===== src/rtl/output_acc_if.sv =====
// Handshake bundle between the systolic column, output_acc and the unified buffer.
// master drives the column-side controls and ready; slave is the accumulator.
interface output_acc_if;
    logic               output_acc_valid_in;
    logic signed [15:0] output_acc_data_in;
    logic               output_acc_accumulate_in;
    logic               output_acc_rewind_in;
    logic               output_acc_drain_in;
    logic               output_acc_ready_in;
    logic               output_acc_valid_out;
    logic signed [15:0] output_acc_data_out;
    logic               output_acc_full_out;
    logic               output_acc_busy_out;
    logic               output_acc_drop_out;
    logic               output_acc_sat_out;

    modport master (
        output output_acc_valid_in,
        output output_acc_data_in,
        output output_acc_accumulate_in,
        output output_acc_rewind_in,
        output output_acc_drain_in,
        output output_acc_ready_in,
        input  output_acc_valid_out,
        input  output_acc_data_out,
        input  output_acc_full_out,
        input  output_acc_busy_out,
        input  output_acc_drop_out,
        input  output_acc_sat_out
    );

    modport slave (
        input  output_acc_valid_in,
        input  output_acc_data_in,
        input  output_acc_accumulate_in,
        input  output_acc_rewind_in,
        input  output_acc_drain_in,
        input  output_acc_ready_in,
        output output_acc_valid_out,
        output output_acc_data_out,
        output output_acc_full_out,
        output output_acc_busy_out,
        output output_acc_drop_out,
        output output_acc_sat_out
    );
endinterface


===== src/rtl/output_acc.sv =====
// Per-column result accumulator: buffers/accumulates column results, then drains them in order.
// Define OUTPUT_ACC_SAT_EN to saturate accumulates (and flag sat_out); otherwise they wrap.
module output_acc #(
    parameter int unsigned OUTPUT_ACC_DEPTH = 4
) (
    input logic         clk,
    input logic         rst,
    output_acc_if.slave bus
);
    localparam int unsigned PtrW = $clog2(OUTPUT_ACC_DEPTH + 1);
    localparam int unsigned IdxW = (OUTPUT_ACC_DEPTH > 1) ? $clog2(OUTPUT_ACC_DEPTH) : 1;
    localparam logic [PtrW-1:0] DepthP = PtrW'(OUTPUT_ACC_DEPTH);

    typedef enum logic [1:0] {StIdle, StFill, StDrain} state_e;

    state_e             state_q;
    logic signed [15:0] entry_q [OUTPUT_ACC_DEPTH];
    logic [PtrW-1:0]    wr_ptr_q;
    logic [PtrW-1:0]    rd_ptr_q;
    logic [PtrW-1:0]    count_q;
    logic               drop_q;

    logic               full;
    logic               accept;
    logic               drop_evt;
    logic               last_xfer;
    logic [PtrW-1:0]    wr_idx;
    logic [PtrW-1:0]    wr_next;
    logic signed [15:0] old_val;
    logic signed [15:0] wr_val;

    always_comb begin
        full      = (wr_ptr_q == DepthP);
        // Rewind redirects a same-cycle write to index 0, so it is accepted even when full.
        accept    = bus.output_acc_valid_in && (state_q != StDrain) &&
                    (bus.output_acc_rewind_in || !full);
        drop_evt  = bus.output_acc_valid_in && !accept;
        wr_idx    = bus.output_acc_rewind_in ? '0 : wr_ptr_q;
        wr_next   = wr_idx + PtrW'(1);
        old_val   = entry_q[wr_idx[IdxW-1:0]];
        last_xfer = (rd_ptr_q == count_q - PtrW'(1));
    end

`ifdef OUTPUT_ACC_SAT_EN
    logic [16:0] sum;
    logic        sat_evt;
    logic        sat_q;

    always_comb begin
        sum     = {old_val[15], old_val} + {bus.output_acc_data_in[15], bus.output_acc_data_in};
        sat_evt = 1'b0;
        wr_val  = bus.output_acc_data_in;
        if (bus.output_acc_accumulate_in) begin
            if (sum[16] != sum[15]) begin
                sat_evt = 1'b1;
                wr_val  = sum[16] ? 16'sh8000 : 16'sh7FFF;
            end else begin
                wr_val = sum[15:0];
            end
        end
    end

    always_ff @(posedge clk or posedge rst) begin
        if (rst) begin
            sat_q <= 1'b0;
        end else if (accept && sat_evt) begin
            sat_q <= 1'b1;
        end
    end

    assign bus.output_acc_sat_out = sat_q;
`else
    always_comb begin
        wr_val = bus.output_acc_accumulate_in ? old_val + bus.output_acc_data_in
                                              : bus.output_acc_data_in;
    end

    assign bus.output_acc_sat_out = 1'b0;
`endif

    always_ff @(posedge clk or posedge rst) begin
        if (rst) begin
            state_q  <= StIdle;
            wr_ptr_q <= '0;
            rd_ptr_q <= '0;
            count_q  <= '0;
            drop_q   <= 1'b0;
            for (int unsigned i = 0; i < OUTPUT_ACC_DEPTH; i++) begin
                entry_q[i] <= '0;
            end
        end else begin
            if (drop_evt) begin
                drop_q <= 1'b1;
            end
            case (state_q)
                StIdle, StFill: begin
                    if (accept) begin
                        entry_q[wr_idx[IdxW-1:0]] <= wr_val;
                        wr_ptr_q                  <= wr_next;
                        if (wr_next > count_q) begin
                            count_q <= wr_next;
                        end
                        if (state_q == StIdle) begin
                            state_q <= StFill;
                        end
                    end else if (bus.output_acc_rewind_in) begin
                        wr_ptr_q <= '0;
                    end
                    if (state_q == StFill && bus.output_acc_drain_in) begin
                        state_q  <= StDrain;
                        rd_ptr_q <= '0;
                    end
                end
                StDrain: begin
                    if (bus.output_acc_ready_in) begin
                        if (last_xfer) begin
                            state_q  <= StIdle;
                            wr_ptr_q <= '0;
                            rd_ptr_q <= '0;
                            count_q  <= '0;
                            for (int unsigned i = 0; i < OUTPUT_ACC_DEPTH; i++) begin
                                entry_q[i] <= '0;
                            end
                        end else begin
                            rd_ptr_q <= rd_ptr_q + PtrW'(1);
                        end
                    end
                end
                default: state_q <= StIdle;
            endcase
        end
    end

    assign bus.output_acc_valid_out = (state_q == StDrain);
    assign bus.output_acc_busy_out  = (state_q == StDrain);
    assign bus.output_acc_data_out  = (state_q == StDrain) ? entry_q[rd_ptr_q[IdxW-1:0]] : '0;
    assign bus.output_acc_full_out  = full;
    assign bus.output_acc_drop_out  = drop_q;
endmodule


===== src/flat_wrapper.sv =====
// flat-port wrapper written by rule: the top's interface ports become plain ports
module output_acc_flat 
#(
    parameter int unsigned OUTPUT_ACC_DEPTH = 4
)
  (clk, rst, bus_output_acc_valid_in, bus_output_acc_data_in, bus_output_acc_accumulate_in, bus_output_acc_rewind_in, bus_output_acc_drain_in, bus_output_acc_ready_in, bus_output_acc_valid_out, bus_output_acc_data_out, bus_output_acc_full_out, bus_output_acc_busy_out, bus_output_acc_drop_out, bus_output_acc_sat_out);
  output_acc_if bus_i ();
  input logic clk;
  input logic rst;
  input wire logic [$bits(bus_i.output_acc_valid_in)-1:0] bus_output_acc_valid_in;
  input wire logic [$bits(bus_i.output_acc_data_in)-1:0] bus_output_acc_data_in;
  input wire logic [$bits(bus_i.output_acc_accumulate_in)-1:0] bus_output_acc_accumulate_in;
  input wire logic [$bits(bus_i.output_acc_rewind_in)-1:0] bus_output_acc_rewind_in;
  input wire logic [$bits(bus_i.output_acc_drain_in)-1:0] bus_output_acc_drain_in;
  input wire logic [$bits(bus_i.output_acc_ready_in)-1:0] bus_output_acc_ready_in;
  output wire logic [$bits(bus_i.output_acc_valid_out)-1:0] bus_output_acc_valid_out;
  output wire logic [$bits(bus_i.output_acc_data_out)-1:0] bus_output_acc_data_out;
  output wire logic [$bits(bus_i.output_acc_full_out)-1:0] bus_output_acc_full_out;
  output wire logic [$bits(bus_i.output_acc_busy_out)-1:0] bus_output_acc_busy_out;
  output wire logic [$bits(bus_i.output_acc_drop_out)-1:0] bus_output_acc_drop_out;
  output wire logic [$bits(bus_i.output_acc_sat_out)-1:0] bus_output_acc_sat_out;
  assign bus_i.output_acc_valid_in = bus_output_acc_valid_in;
  assign bus_i.output_acc_data_in = bus_output_acc_data_in;
  assign bus_i.output_acc_accumulate_in = bus_output_acc_accumulate_in;
  assign bus_i.output_acc_rewind_in = bus_output_acc_rewind_in;
  assign bus_i.output_acc_drain_in = bus_output_acc_drain_in;
  assign bus_i.output_acc_ready_in = bus_output_acc_ready_in;
  assign bus_output_acc_valid_out = bus_i.output_acc_valid_out;
  assign bus_output_acc_data_out = bus_i.output_acc_data_out;
  assign bus_output_acc_full_out = bus_i.output_acc_full_out;
  assign bus_output_acc_busy_out = bus_i.output_acc_busy_out;
  assign bus_output_acc_drop_out = bus_i.output_acc_drop_out;
  assign bus_output_acc_sat_out = bus_i.output_acc_sat_out;
  output_acc #(.OUTPUT_ACC_DEPTH(OUTPUT_ACC_DEPTH)) u_core (.clk(clk), .rst(rst), .bus(bus_i));
endmodule

===== config.mk =====
export PLATFORM = sky130hd
export DESIGN_NAME = output_acc_flat
export DESIGN_NICKNAME = d
export VERILOG_FILES = /design/src/rtl/output_acc_if.sv /design/src/rtl/output_acc.sv /design/src/flat_wrapper.sv
export SDC_FILE = /design/constraint.sdc
export NUM_CORES = 1
export LEC_CHECK = 0
export CAP_MARGIN = 10
export CORE_AREA = 4 4 105 107
export DETAILED_ROUTE_END_ITERATION = 10
export DIE_AREA = 0 0 109 111
export GPL_ROUTABILITY_DRIVEN = 0
export PLACE_DENSITY_LB_ADDON = 0.05
export SYNTH_ARGS = -nofsm -noshare
export SYNTH_HDL_FRONTEND = slang
export SYNTH_SLANG_ARGS = --single-unit

===== constraint.sdc =====
create_clock -name clk -period 3 [get_ports clk]
set_input_delay 0.6 -clock clk [delete_from_list [all_inputs] [get_ports clk]]
set_output_delay 0.6 -clock clk [all_outputs]
set_load 0.02 [all_outputs]

# Word-level counts from Yosys, hierarchy flattened
# Index checks and enable logic that the tools add are counted.
# Widths: inputs -> output; s select.
[totals]
in_bits = 23
elab_cells = 80
ff_bits = 76
output_inout_bits = 21
[op_classes]
n_reduce_logical = 16
n_addsub = 4
n_lt_le_gt_ge = 4
n_eq_ne = 12
mux = 33
bitwise_logic = 2
[op_table]
columns = ["operator", "n"]
rows = [
  ["$mux 64", 3],
  ["$pmux 64 s2", 1],
  ["$mux 16", 7],
  ["$bmux 16 s2", 2],
  ["$bwmux 64", 1],
  ["$demux 16 s2", 1],
  ["$mux 3", 9],
  ["$pmux 3 s2", 3],
  ["$add 16x16->16", 1],
  ["$mux 2", 5],
  ["$ne 2x1->1 const B", 4],
  ["$reduce_and 4->1", 2],
  ["$add 3x1->3 const B", 2],
  ["$ge 3x3->1 const B", 2],
  ["$ne 3x1->1 const B", 2],
  ["$not 2->3", 2],
  ["$reduce_and 3->1", 2],
  ["$logic_and 1x1->1", 5],
  ["$reduce_and 5->1", 1],
  ["$ne 2x2->1 const B", 2],
  ["$pmux 2 s2", 1],
  ["$eq 3x3->1", 1],
  ["$eq 3x3->1 const B", 1],
  ["$gt 3x3->1", 1],
  ["other kinds (9)", 10],
]

# Longest topological paths before layout
[depth]
depth_word = 10
depth_mapped = 16
mapped_depth_nobuf = 13

# Worst setup path after synthesis
# OpenSTA, ideal clock, no wires.
[synth_path]
kind = "input-to-reg"
from = "in bus_output_acc_rewind_in"
to = "reg u_core.entry_q[30] (netlist name)"
setup_ns = 0.066
cell_stages = 14
arrival_ns = 3.365
slack_ns = -0.431
t_required_ns = 2.934
n_path_buf = 2
cell_sequence = "nor2b_1 > inv_1 > clkbuf_1 > clkbuf_1 > a31oi_1 > ha_1 > inv_1 > fa_1 > nand3b_1 > a211oi_1 > nor3_1 > a2111o_1 > o221ai_1 > a22o_1"
[synth_via]
elab_chain_cells = 10
elab_cells_between_ends = 19
classes_between = "add/sub (1); order compare (2); eq/ne (1); mux (10); bitwise (1); reduce/logical (4)"
[synth_rtl]
columns = ["element", "line_no", "source"]
rows = [
  ["from (decl)", "flat_wrapper.sv:13", "input wire logic [$bits(bus_i.output_acc_rewind_in)-1:0] bus_output_acc_rewind_in;"],
  ["$mux 3", "output_acc.sv:38", "wr_idx = bus.output_acc_rewind_in ? '0 : wr_ptr_q;"],
  ["$not 2->3 (not written as such)", "output_acc.sv:40, output_acc.sv:98", ""],
  ["$bmux 16 s2", "output_acc.sv:40", "old_val = entry_q[wr_idx[IdxW-1:0]];"],
  ["$mux 16 (not written as such) (2 in series)", "output_acc.sv:40", ""],
  ["$add 16x16->16", "output_acc.sv:74", "wr_val = bus.output_acc_accumulate_in ? old_val + bus.output_acc_data_in"],
  ["$mux 16", "output_acc.sv:74", ""],
  ["$bwmux 64", "output_acc.sv:98", "entry_q[wr_idx[IdxW-1:0]] <= wr_val;"],
  ["$mux 64", "output_acc.sv:97", "if (accept) begin"],
  ["$pmux 64 s2", "output_acc.sv:95", "case (state_q)"],
  ["to (signal, indexed assignment)", "output_acc.sv:98", ""],
  ["to (decl)", "output_acc.sv:17", "logic signed [15:0] entry_q [OUTPUT_ACC_DEPTH];"],
]
# Parallel ways exist; a longest one is shown, timed or not. The select of a mux whose other input is x is not followed.
# A chain may end at the register's enable or synchronous reset.

# Worst setup path after layout
[layout_path]
from = "reg u_core.wr_ptr_q[1]"
to = "reg u_core.entry_q[46] (netlist name)"
[layout_via]
elab_chain_cells = 10
elab_cells_between_ends = 21
classes_between = "add/sub (1); order compare (2); eq/ne (2); mux (10); bitwise (1); reduce/logical (5)"
[layout_rtl]
columns = ["element", "line_no", "source"]
rows = [
  ["from (decl)", "output_acc.sv:18", "logic [PtrW-1:0] wr_ptr_q;"],
  ["from (signal assigned)", "output_acc.sv:99", "wr_ptr_q <= wr_next;"],
  ["$mux 3", "output_acc.sv:38", ""],
  ["$not 2->3 (not written as such)", "output_acc.sv:40, output_acc.sv:98", ""],
  ["$bmux 16 s2", "output_acc.sv:40", ""],
  ["$mux 16 (not written as such) (2 in series)", "output_acc.sv:40", ""],
  ["$add 16x16->16", "output_acc.sv:74", ""],
  ["$mux 16", "output_acc.sv:74", ""],
  ["$bwmux 64", "output_acc.sv:98", ""],
  ["$mux 64", "output_acc.sv:97", ""],
  ["$pmux 64 s2", "output_acc.sv:95", ""],
]
# Parallel ways exist; a longest one is shown, timed or not. The select of a mux whose other input is x is not followed.

==> PnR_summary.wiki <==
{| class="wikitable"
! Metric !! Value
|-
| Maximum fanout along the worst path || 6
|-
| Category of the most critical setup path || reg2reg
|-
| Largest vdd supply drop || approximately 570 uV
|-
| # setup viols final || 4
|-
| Number of placement rows || 37
|-
| Sequential area share after synthesis || a little over a third
|-
| Overall global routing resource usage || a little over a quarter
|-
| Hold crit path type || reg2reg
|-
| Number of vias per cell after detailed routing || roughly 6
|-
| Routed length on met1 || around 7000 um
|-
| Max Fclk || between 300 and 400 MHz
|-
| Clock slew at the register clock pins of the worst setup and hold paths || 0.09 ns
|-
| Maximum number of pins on one net before global-route repair || between 70 and 80
|-
| Number of synthesized flops with an enable pin || 0
|-
| Uppermost metal layer occupied by signal nets || met4
|-
| Top flip-flop cell by instance count after synthesis || dfrtp_1
|-
| Chip Width || between 100 and 150 um
|-
| Warnings from Yosys || 0
|-
| Setup repair after global routing missed its margin || true
|-
| Synth cell types || 57
|-
| Global-route wire length before repair || about 25000 um
|-
| Number of antenna violations at the first check in global routing || 0
|-
| Worst slack, placed || -0.7843 ns
|-
| Maximum level of the CTS H-tree || 3
|-
| Clock Sink Count || 76
|-
| Top cell types by occurrence after synthesis || 107 x nand2_1, 76 x dfrtp_1, 54 x o21ai_0, 27 x ha_1, 24 x and2_1
|-
| Post-detail-place hpwl || around 11000 um
|-
| Final setup skew || around 0.012 ns
|-
| Number of DRC violations after detailed routing || 0
|-
| Setup slack after layout || -0.04105 ns
|-
| Detail Route met2 WL || 7692 um
|-
| Detail Route met3 WL || 729 um
|-
| Source of the critical timing path || u_core.wr_ptr_q[1]$_DFFE_PP0P_
|-
| Cell area after synthesis || 0.005269 mm^2
|-
| Max-cap violation count || 0
|-
| Smallest hold slack || about 0.5 ns
|-
| Detailed-routing iteration count for the pre-antenna-repair pass || 5
|-
| Floorplan core area || roughly 0.010 mm^2
|-
| Transition time at the pin with the least slew margin || 0.5927 ns
|-
| Power density normalized to cell area || 1077 mW/mm^2
|-
| Detailed-route wire length || 15970 um
|-
| Top area cells in the synthesized netlist || dfrtp_1 36%, nand2_1 7.6%, mux4_2 6.8%
|-
| Worst Setup End Kind || flop
|-
| CTS Root Cell || clkbuf_8
|-
| Violations in the final reports || negative setup slack
|-
| Syn_area_per_cell || ~9 um^2
|-
| DR vias || 4869
|-
| Fill cell count || 841
|-
| Register Area || roughly 0.0019 mm^2
|-
| Status || complete, but fails checks
|-
| Number of global-route vias before repair || between 4000 and 5000
|-
| Routed wire length per instance || 19.71 um
|-
| Start of the worst register-to-register path || u_core.wr_ptr_q[1]$_DFFE_PP0P_
|-
| N_diodes || 0
|-
| Leakage power of the design || roughly 3.0 nW
|-
| Area growth syn-to-layout || 28.12%
|-
| Area share of the largest cell type after synthesis || 36.10%
|-
| Proportion of layout cells with a drive suffix above 1 || 25.22%
|-
| Initial Utilization || 51.97%
|-
| Overflow after GRT || 0
|-
| Clock tree buffer depth || 2
|-
| Top-level port count || 44
|-
| Post-synth ARST share || 100.0%
|-
| Final Hold Viols || 0
|-
| Number of nets with antenna violations after detailed routing || 0
|-
| Final layout net count || between 700 and 800
|-
| Max-slew violations || 0
|-
| Number of buffer cells added on primary ports || 42
|-
| Die outline height || roughly 110 um
|-
| Count of state elements after synthesis || 76
|-
| Critical Path Source Type || flop
|-
| TritonCTS clock tree || done
|-
| Final period utilization || 101.4%
|-
| Critical Path RT || 3.29 ns
|-
| Clock latency reported for the late side of the worst-skew pair || 0.36 ns
|-
| Post-Syn Instances || 570
|-
| Startpoint of the worst hold path || u_core.bus.output_acc_drop_out$_DFFE_PP0P_
|-
| Fin crit period || around 3 ns
|-
| Starting DRT DRC Count || 261
|-
| Arrival time of data at the critical path endpoint || about 3.3 ns
|-
| Multi-input logic area || 0.003318 mm^2
|-
| Slew HR || 60.40%
|-
| CTS Buf Count || 9
|-
| Leading area contributor after synthesis || dfrtp_1
|-
| Syn nets || 621
|-
| Most repeated cell in the gate-level netlist after synthesis || nand2_1
|-
| Die area || 0.01210 mm^2
|}
-- worst max-delay path, cell delays in order, from the launching register on --
cell and delay [ns]:
dfrtp_1 0.38, nor2b_4 0.19, clkinv_4 0.11, buf_6 0.15
a31oi_1 0.18, ha_2 0.22, inv_2 0.04, fa_2 0.34
nand3b_1 0.22, a211oi_2 0.32, nor3_4 0.11, a2111o_1 0.42
o221ai_4 0.11, a22o_1 0.18
-- where the power goes --
group,leakage (nW),internal [W],switching [W]
Combinational,1.90,0.00228,0.00241
Clock,0.0917,0.000368,0.000402
Sequential,0.980,0.00145,0.000359
Total,2.97,0.00410,0.00317
-- kinds of logic (layout without fill, tap and decap cells) --
group	after synthesis	after routing	share of synthesized area (%)
simple gates	209	209	19.66
mux	32	32	9.950
xor+xnor	12	12	2.280
flops	76	76	36.10
compound gates	159	159	20.19
fa+ha+maj	28	28	6.792
buf+inv	53	157	4.963
other cells	1	1	0.07117
-- flip-flops by register name, summed over array words and instances (netlist names) --
name and cells:
u_core.bus.output_acc_drop_out 1, u_core.count_q 3, u_core.entry_q 64, u_core.rd_ptr_q 3
u_core.state_q 2, u_core.wr_ptr_q 3
-- cells in the final DEF, fill, tap and decap left out, drive strengths merged, types with 6 or more instances in the layout --
master / count
xnor2: 9
a21o: 6
a31oi: 16
a22o: 19
mux2i: 13
clkdlybuf4s50: 41
ha: 27
dfrtp: 76
nand3: 9
nor3: 8
mux4: 16
and2: 25
nand2: 107
a21oi: 20
nor2b: 19
nor2: 22
clkbuf: 13
o21ai: 54
a211oi: 18
inv: 15
buf: 84
-- worst paths after layout --
check / endpoint / slack, ns / cells past startpoint
min: u_core.bus.output_acc_drop_out$_DFFE_PP0P_ / 0.49 / 1
max reg2reg: u_core.entry_q[46]$_DFFE_PP0P_ / -0.04 / 13
max: u_core.entry_q[46]$_DFFE_PP0P_ / -0.04 / 13
min in group asynchronous: u_core.entry_q[52]$_DFFE_PP0P_ / 0.66 / 3
max in group asynchronous: u_core.entry_q[31]$_DFFE_PP0P_ / 2.01 / 3
min reg2reg: u_core.bus.output_acc_drop_out$_DFFE_PP0P_ / 0.49 / 1
-- layer usage --
| metal | GRT usage [%] | vias to the layer above |
|---|---|---|
| met5 | 0 | - |
| met4 | 11.28 | 0 |
| met3 | 3.378 | 36 |
| met2 | 43.12 | 179 |
| met1 | 36.42 | 2414 |
| li1 | - | 2240 |
-- per-stage QoR --
step	util (%)	total power (W)	cell area, um^2	TNS (ns)	instances
finish	66.58	0.007271	6750	-0.1075	810
floorplan	-	0.004520	5326	-0.2680	570
global route	66.58	0.007789	6750	-2.256	810
global placement	62.10	0.005953	6296	-33.29	784
detailed placement	62.10	0.006047	6296	-34.03	784
CTS	64.73	0.006939	6563	-0.05177	802
-- area by class of cell --
class                           count  area share (%)
Multi-Input combinational cell    441           49.16
Inverter                           16           1.001
Timing Repair Buffer              125           16.35
Clock inverter                      3          0.2966
Clock buffer                       13           2.502
Sequential cell                    76           28.17
Tap cell                          136           2.521
-- repair_timing --
| action | CTS | global route |
|---|---|---|
| buffers inserted | 2 | 8 |
| hold buffers | 0 | 0 |
| pin swaps | 12 | 19 |
| setup endpoints to repair | 51 | 45 |
| resized for setup | 20 | 33 |
Note: power is estimated with default switching activity, not from simulation.
